[config.mk]
export PLATFORM = sky130hd
export DESIGN_NAME = sar_adc_ctrl_mc
export DESIGN_NICKNAME = d
export VERILOG_FILES = /design/src/rtl/sar_adc_ctrl_mc.sv
export SDC_FILE = /design/constraint.sdc
export NUM_CORES = 1
export LEC_CHECK = 0
export CORE_AREA = 2 2 61 63
export CTS_CLUSTER_SIZE = 16
export DETAILED_ROUTE_END_ITERATION = 10
export DIE_AREA = 0 0 63 65
export PLACE_DENSITY = 0.83
export SKIP_CTS_REPAIR_TIMING = 1
export SYNTH_ARGS = -nofsm -noshare
export SYNTH_HDL_FRONTEND = slang
export SYNTH_SLANG_ARGS = --single-unit
[constraint.sdc]
create_clock -name clk -period 3.3 [get_ports clk]
set_input_delay 0.495 -clock clk [delete_from_list [all_inputs] [get_ports clk]]
set_output_delay 0.495 -clock clk [all_outputs]
set_load 0.1 [all_outputs]
[src/rtl/sar_adc_ctrl_mc.sv]
// Multi-channel successive-approximation ADC controller with a round-robin channel
// scheduler, single-shot/continuous modes and abort-on-disable.
module sar_adc_ctrl_mc #(
  parameter int unsigned WIDTH         = 8,
  parameter int unsigned NCH           = 4,
  parameter int unsigned SAMPLE_CYCLES = 1,
  localparam int unsigned CHW          = (NCH > 1) ? $clog2(NCH) : 1
) (
  input  logic             clk,
  input  logic             rst,
  input  logic             enable,
  input  logic             start,
  input  logic             mode,
  input  logic [NCH-1:0]   ch_mask,
  input  logic             cmp,
  output logic             sample,
  output logic [CHW-1:0]   ch_sel,
  output logic [WIDTH-1:0] value,
  output logic [WIDTH-1:0] digital_out,
  output logic [CHW-1:0]   out_ch,
  output logic             out_flag,
  output logic             busy
);

  localparam int unsigned BW  = $clog2(WIDTH);
  localparam int unsigned SCW = (SAMPLE_CYCLES > 1) ? $clog2(SAMPLE_CYCLES) : 1;

  typedef enum logic [1:0] {StIdle, StSample, StConvert, StDone} state_e;

  state_e           state_q, state_d;
  logic [CHW-1:0]   ch_sel_q, ch_sel_d;
  logic [CHW-1:0]   ptr_q, ptr_d;
  logic [SCW-1:0]   scnt_q, scnt_d;
  logic [BW-1:0]    bit_q, bit_d;
  logic [WIDTH-1:0] result_q, result_d;
  logic [WIDTH-1:0] dout_q, dout_d;
  logic [CHW-1:0]   out_ch_q, out_ch_d;
  logic             flag_q, flag_d;

  logic [CHW-1:0]   nxt_ch;
  logic             can_go;
  logic [WIDTH-1:0] trial;

  // First enabled channel strictly after ptr, wrapping; returns ptr if none enabled.
  function automatic logic [CHW-1:0] next_ch(input logic [CHW-1:0] ptr,
                                             input logic [NCH-1:0] mask);
    logic [CHW-1:0] pick;
    logic           found;
    logic [NCH-1:0] sh;
    int unsigned    idx;
    pick  = ptr;
    found = 1'b0;
    for (int unsigned k = 1; k <= NCH; k++) begin
      idx = 32'(ptr) + k;
      if (idx >= NCH) idx = idx - NCH;
      sh = mask >> idx;
      if (!found && sh[0]) begin
        pick  = CHW'(idx);
        found = 1'b1;
      end
    end
    return pick;
  endfunction

  assign nxt_ch = next_ch(ptr_q, ch_mask);
  assign can_go = enable && (ch_mask != '0);

  always_comb begin
    state_d  = state_q;
    ch_sel_d = ch_sel_q;
    ptr_d    = ptr_q;
    scnt_d   = scnt_q;
    bit_d    = bit_q;
    result_d = result_q;
    dout_d   = dout_q;
    out_ch_d = out_ch_q;
    flag_d   = 1'b0;

    unique case (state_q)
      StIdle: begin
        if (can_go && (mode || start)) begin
          state_d  = StSample;
          ch_sel_d = nxt_ch;
          ptr_d    = nxt_ch;
          scnt_d   = '0;
        end
      end
      StSample: begin
        if (!enable) begin
          state_d = StIdle;
        end else if (scnt_q == SCW'(SAMPLE_CYCLES - 1)) begin
          state_d  = StConvert;
          bit_d    = BW'(WIDTH - 1);
          result_d = '0;
        end else begin
          scnt_d = scnt_q + 1'b1;
        end
      end
      StConvert: begin
        if (!enable) begin
          state_d = StIdle;
        end else begin
          result_d[bit_q] = cmp;
          if (bit_q == '0) begin
            state_d = StDone;
          end else begin
            bit_d = bit_q - 1'b1;
          end
        end
      end
      StDone: begin
        if (!enable) begin
          state_d = StIdle;
        end else begin
          dout_d   = result_q;
          out_ch_d = ch_sel_q;
          flag_d   = 1'b1;
          // Continuous mode chains straight into the next sample with no idle bubble.
          if (mode && (ch_mask != '0)) begin
            state_d  = StSample;
            ch_sel_d = nxt_ch;
            ptr_d    = nxt_ch;
            scnt_d   = '0;
          end else begin
            state_d = StIdle;
          end
        end
      end
      default: state_d = StIdle;
    endcase
  end

  always_ff @(posedge clk or posedge rst) begin
    if (rst) begin
      state_q  <= StIdle;
      ch_sel_q <= '0;
      ptr_q    <= CHW'(NCH - 1);
      scnt_q   <= '0;
      bit_q    <= '0;
      result_q <= '0;
      dout_q   <= '0;
      out_ch_q <= '0;
      flag_q   <= 1'b0;
    end else begin
      state_q  <= state_d;
      ch_sel_q <= ch_sel_d;
      ptr_q    <= ptr_d;
      scnt_q   <= scnt_d;
      bit_q    <= bit_d;
      result_q <= result_d;
      dout_q   <= dout_d;
      out_ch_q <= out_ch_d;
      flag_q   <= flag_d;
    end
  end

  // Bits below the one under test are still zero, so OR-ing in the trial bit is exact.
  assign trial       = result_q | (WIDTH'(1) << bit_q);
  assign value       = (state_q == StConvert) ? trial : '0;
  assign sample      = (state_q == StSample);
  assign busy        = (state_q != StIdle);
  assign ch_sel      = ch_sel_q;
  assign digital_out = dout_q;
  assign out_ch      = out_ch_q;
  assign out_flag    = flag_q;

endmodule

# ---- Word level (Yosys, flattened, before mapping)
# Cells that the tools add are included.
dict set report word_totals {
  register_bits 29
  inputBits 10
  out_inout_bits 23
  word_cells 111
}
dict set report classes {
  addsub 10
  magnitude_cmp 6
  eq_ne 12
  shifts 5
  muxes 44
  bitwise 1
  n_reduce_logical 24
}
# op n
set op_table {}
lappend op_table {{two-way mux 32 bit} 4}
lappend op_table {{right shift 4 x 32 -> 1 bit} 4}
lappend op_table {{two-way mux 8 bit} 4}
lappend op_table {{two-way mux 2 bit} 12}
lappend op_table {{one-hot mux 8 bit (2 select lines)} 1}
lappend op_table {{!= test 2 bit (second input constant)} 7}
lappend op_table {{two-way mux 1 bit} 13}
lappend op_table {{two-way mux 3 bit} 4}
lappend op_table {{subtractor 3 x 3 -> 4 bit (second input constant)} 3}
lappend op_table {{AND reduction 5 bit} 2}
lappend op_table {{greater-or-equal comparator 3 bit (second input constant)} 3}
lappend op_table {{bitwise mux 8 bit} 1}
lappend op_table {{bitwise OR 8 bit} 1}
lappend op_table {{one-hot mux 2 bit (4 select lines)} 1}
lappend op_table {{AND reduction 4 bit} 2}
lappend op_table {{<< shifter 1 x 3 -> 8 bit (first input constant)} 1}
lappend op_table {{logical AND 1 bit} 7}
lappend op_table {{adder 2 x 2 -> 3 bit (second input constant)} 2}
lappend op_table {{!= test 3 bit (second input constant)} 2}
lappend op_table {{one-hot mux 3 bit (2 select lines)} 1}
lappend op_table {{nonzero test 2 bit} 3}
lappend op_table {{subtractor 4 x 3 -> 5 bit (second input constant)} 1}
lappend op_table {{adder 2 x 3 -> 4 bit (second input constant)} 1}
lappend op_table {{equality test 2 bit (second input constant)} 2}
lappend op_table {{18 further kinds} 20}

# ---- Longest topological paths before layout
dict set report logic_depth {
  ltp_word 17
  mapped_depth 8
  mapped_depth_nobuf 7
}

# ---- Worst setup path before layout
# OpenSTA, ideal clock, no wires.
dict set report synth_path {
  path_type {register to output}
  startpoint {register state_q[0]}
  endpoint {output value[0]}
  arrival_ns 2.449
  required_ns 2.805
  setup_slack_ns 0.356
  path_stages_with_launch 7
  path_buffers 2
  cell_sequence {dfrtp_1 > inv_1 > ha_1 > clkbuf_1 > inv_1 > clkbuf_1 > nor2_1}
}
dict set report synth_between {
  elab_chain_cells 2
}
# element line
set synth_rtl {}
lappend synth_rtl {{start, declared} 30} ;# state_e state_q, state_d;
lappend synth_rtl {{start signal, assigned} 135} ;# state_q <= StIdle;
lappend synth_rtl {{start signal, assigned} 145} ;# state_q <= state_d;
lappend synth_rtl {{equality test 2 bit} 159} ;# assign value = (state_q == StConvert) ? trial : '0;
lappend synth_rtl {{two-way mux 8 bit} 159}
lappend synth_rtl {{end, declared} 18} ;# output logic [WIDTH-1:0] value,
# No other way between the ends.

# ---- Final worst setup path
dict set report layout_path {
  startpoint {register bit_q[1]}
  endpoint {output value[0]}
}
dict set report layout_between {
  elab_chain_cells 3
}
# element line
set layout_rtl {}
lappend layout_rtl {{start, declared} 34} ;# logic [BW-1:0] bit_q, bit_d;
lappend layout_rtl {{start signal, assigned} 149} ;# bit_q <= bit_d;
lappend layout_rtl {{<< shifter 1 x 3 -> 8 bit} 158} ;# assign trial = result_q | (WIDTH'(1) << bit_q);
lappend layout_rtl {{bitwise OR 8 bit} 158}
lappend layout_rtl {{two-way mux 8 bit} 159}
# No other way between the ends.

==> metrics <==
status=finished clean; crit path cell chain=inv_1 -> ha_1 -> nor2b_1 -> nor2_1 -> nor2_1 -> buf_4; headroom to the max-slew limit=0.304; Post-synth EDFFs=0; Starting Density=0.493; synth cell count leaders=dfrtp_1, nor2_1, o21ai_0; port bufs=32; GRT Total Usage=0.190; via count=1,440; CTS Buf Count=3; P&R area growth vs syn=21.7%; Leakage Power=0.983 nW; Switching Share=0.519; CTS H-tree lvls=1; DRC=0; nets@finish=239; crit-path max cell delay=0.55 ns; GRT overflow=0; hold crit path type=reg -> reg; maxcap violations=0; Synth Register Bits=28; WL/cell=13.9 µm; Diodes inserted=0; worst skew pair latency=0.34 ns; clk sinks=28; Final setup viols=0; largest net degree at the start of global routing=29; Max Fclk=390 MHz; io pins=33; Netlist cell types=37; 1st-iter DRT viols=77; synth top area cells=dfrtp_1, ha_1, mux2_2, o21ai_0, nor2_1; Seq pwr share=0.274; CP Capture Type=output port; Clock Pin Slew Worst Setup and Hold Paths=0.16 ns; Post-synth ARST share=1.00; RSZ-0062 raised after global routing=no; Sequential Area=703 µm²; WL final=3.64 mm; die area=0.00410 mm²; register area share after synthesis=0.408; Fill cells=319; post-layout minimum cycle time=2.57 ns; Tcrit/Tclk final=0.777; Die X=63 µm; switching power total=982 µW; Power Density=902 mW/mm²; Synth Cell Area=0.00172 mm²; setup_tns=0 ns; Hold Vio Cnt, Final=0; clock group share of total power=0.122; core footprint=0.00350 mm²; Longest Clk Path Bufs=2; Crit path required time=2.80 ns; largest area contributor in the netlist=dfrtp_1; Root Buffer=clkbuf_4; share of layout cells above drive strength 1=0.150; WP data arrival=2.07 ns; vias per cell=5.50; drt pass-1 iters=4; crit start category=register; CTS tree=done; Synth top area share=0.377; Crit path top cell by count=nor2_1; Antenna Nets Post-Route=0; Slew Viols, Final=0; num rows=22; CP Max Fanout=13; dominant synthesized flop cell=dfrtp_1; Setup Skew=0.00940 ns; Syn Inst Count=185; Internal Pwr Total=911 µW; GP Congestion=0.817; post-detail-place hpwl=2.71 mm; Slowest-stage cell, CP=dfrtp_1; initial antenna violation count=0; most instantiated library cell after synthesis=dfrtp_1; Multi-input gate area=946 µm²; Post-Route Utilization=0.600; Max VDD drop=644 µV; Synthesis Warnings=0; vias in the first global route=1,341; Syn Area/Cell=9.32 µm²; WS Path Type=reg -> out; Syn Nets=209; logic gate share of total power=0.604; first-pass GRT wire length=6.15 mm; die height=65 µm; Slew @ Worst Pin=1.04 ns
[path summary, 6_finish.rpt]
kind                           startpoint        endpoint  slack [ns]  depth (start not counted)
hold / removal             digital_out[1]  digital_out[1]        0.52                          1
setup reg to reg                 ptr_q[0]       ch_sel[1]        0.80                          7
hold reg to reg            digital_out[1]  digital_out[1]        0.52                          1
min in group asynchronous             rst      state_q[1]        0.69                          2
max in group asynchronous             rst        bit_q[0]        1.99                          2
setup / recovery                 bit_q[1]        value[0]        0.73                          6
[layer usage]
layer,part of all wire,routed length [µm],vias to the layer above,global-route usage
met4,0.016,57,0,0.0667
met5,0,0,-,0
li1,-,-,704,-
met2,0.48,1750,58,0.326
met1,0.45,1630,670,0.246
met3,0.057,206,8,0.0243
[state kept, by name, indices dropped and copies added (netlist names)]
name,count
result_q,8
bit_q,3
out_flag,1
digital_out,8
out_ch,2
ptr_q,2
ch_sel,2
state_q,2
[logic make-up (layout without fill, tap and decap cells)]
| family | after synthesis | after routing | synth area share |
|---|---|---|---|
| AND/OR/NAND/NOR | 57 | 57 | 0.151 |
| AO/OA/AOI/OAI | 50 | 50 | 0.181 |
| flip-flops | 28 | 28 | 0.408 |
| buffers and inverters | 18 | 47 | 0.0435 |
| multiplexers | 16 | 16 | 0.104 |
| adder cells (fa/ha/maj) | 14 | 14 | 0.102 |
| XOR/XNOR | 2 | 2 | 0.0102 |
[layout make-up]
| type | count | area share |
|---|---|---|
| Sequential cell | 28 | 0.335 |
| Multi-Input combinational cell | 139 | 0.451 |
| Tap cell | 48 | 0.0286 |
| Clock buffer | 3 | 0.0107 |
| Inverter | 11 | 0.0197 |
| Clock inverter | 1 | 0.0143 |
| Timing Repair Buffer | 32 | 0.141 |
[worst max-delay path, delay by kind of cell, from the launching register on]
| family | cells | cell delay, ns |
|---|---|---|
| buffers and inverters | 2 | 0.54 |
| adder cells (fa/ha/maj) | 1 | 0.24 |
| AND/OR/NAND/NOR | 3 | 0.39 |
| flip-flops | 1 | 0.55 |
[layout by cell type, fill, tap and decap left out, types with 10 or more instances in the layout]
cell	n
buf_4	10
clkdlybuf4s50_1	22
o21ai_0	19
nor2_1	19
inv_1	11
nand2_1	18
mux2_2	12
ha_1	14
dfrtp_1	26
a21oi_1	14
[metrics by stage]
step | instance area [µm²] | worst slack [ns] | hold WS, ns | total power, mW | std cells
5_1_grt | 2100 | 0.597 | 0.547 | 2.02 | 262
2_1_floorplan | 1720 | 0.356 | 0.484 | 1.44 | 185
3_5_place_dp | 2050 | 0.805 | 0.492 | 1.67 | 258
4_1_cts | 2100 | 0.758 | 0.527 | 1.90 | 262
3_3_place_gp | 2050 | 0.908 | 0.486 | 1.64 | 258
6_report | 2100 | 0.734 | 0.523 | 1.89 | 262
[power groups by stage]
| stage | logic [mW] | clock network [mW] | registers [mW] |
|---|---|---|---|
| global placement | 1.12 | 0 | 0.520 |
| global route | 1.24 | 0.247 | 0.537 |
| finish | 1.14 | 0.231 | 0.518 |
| CTS | 1.14 | 0.232 | 0.519 |
| floorplan | 0.774 | 0 | 0.668 |
| detailed placement | 1.14 | 0 | 0.525 |
Note: power is estimated with default switching activity, not from simulation.
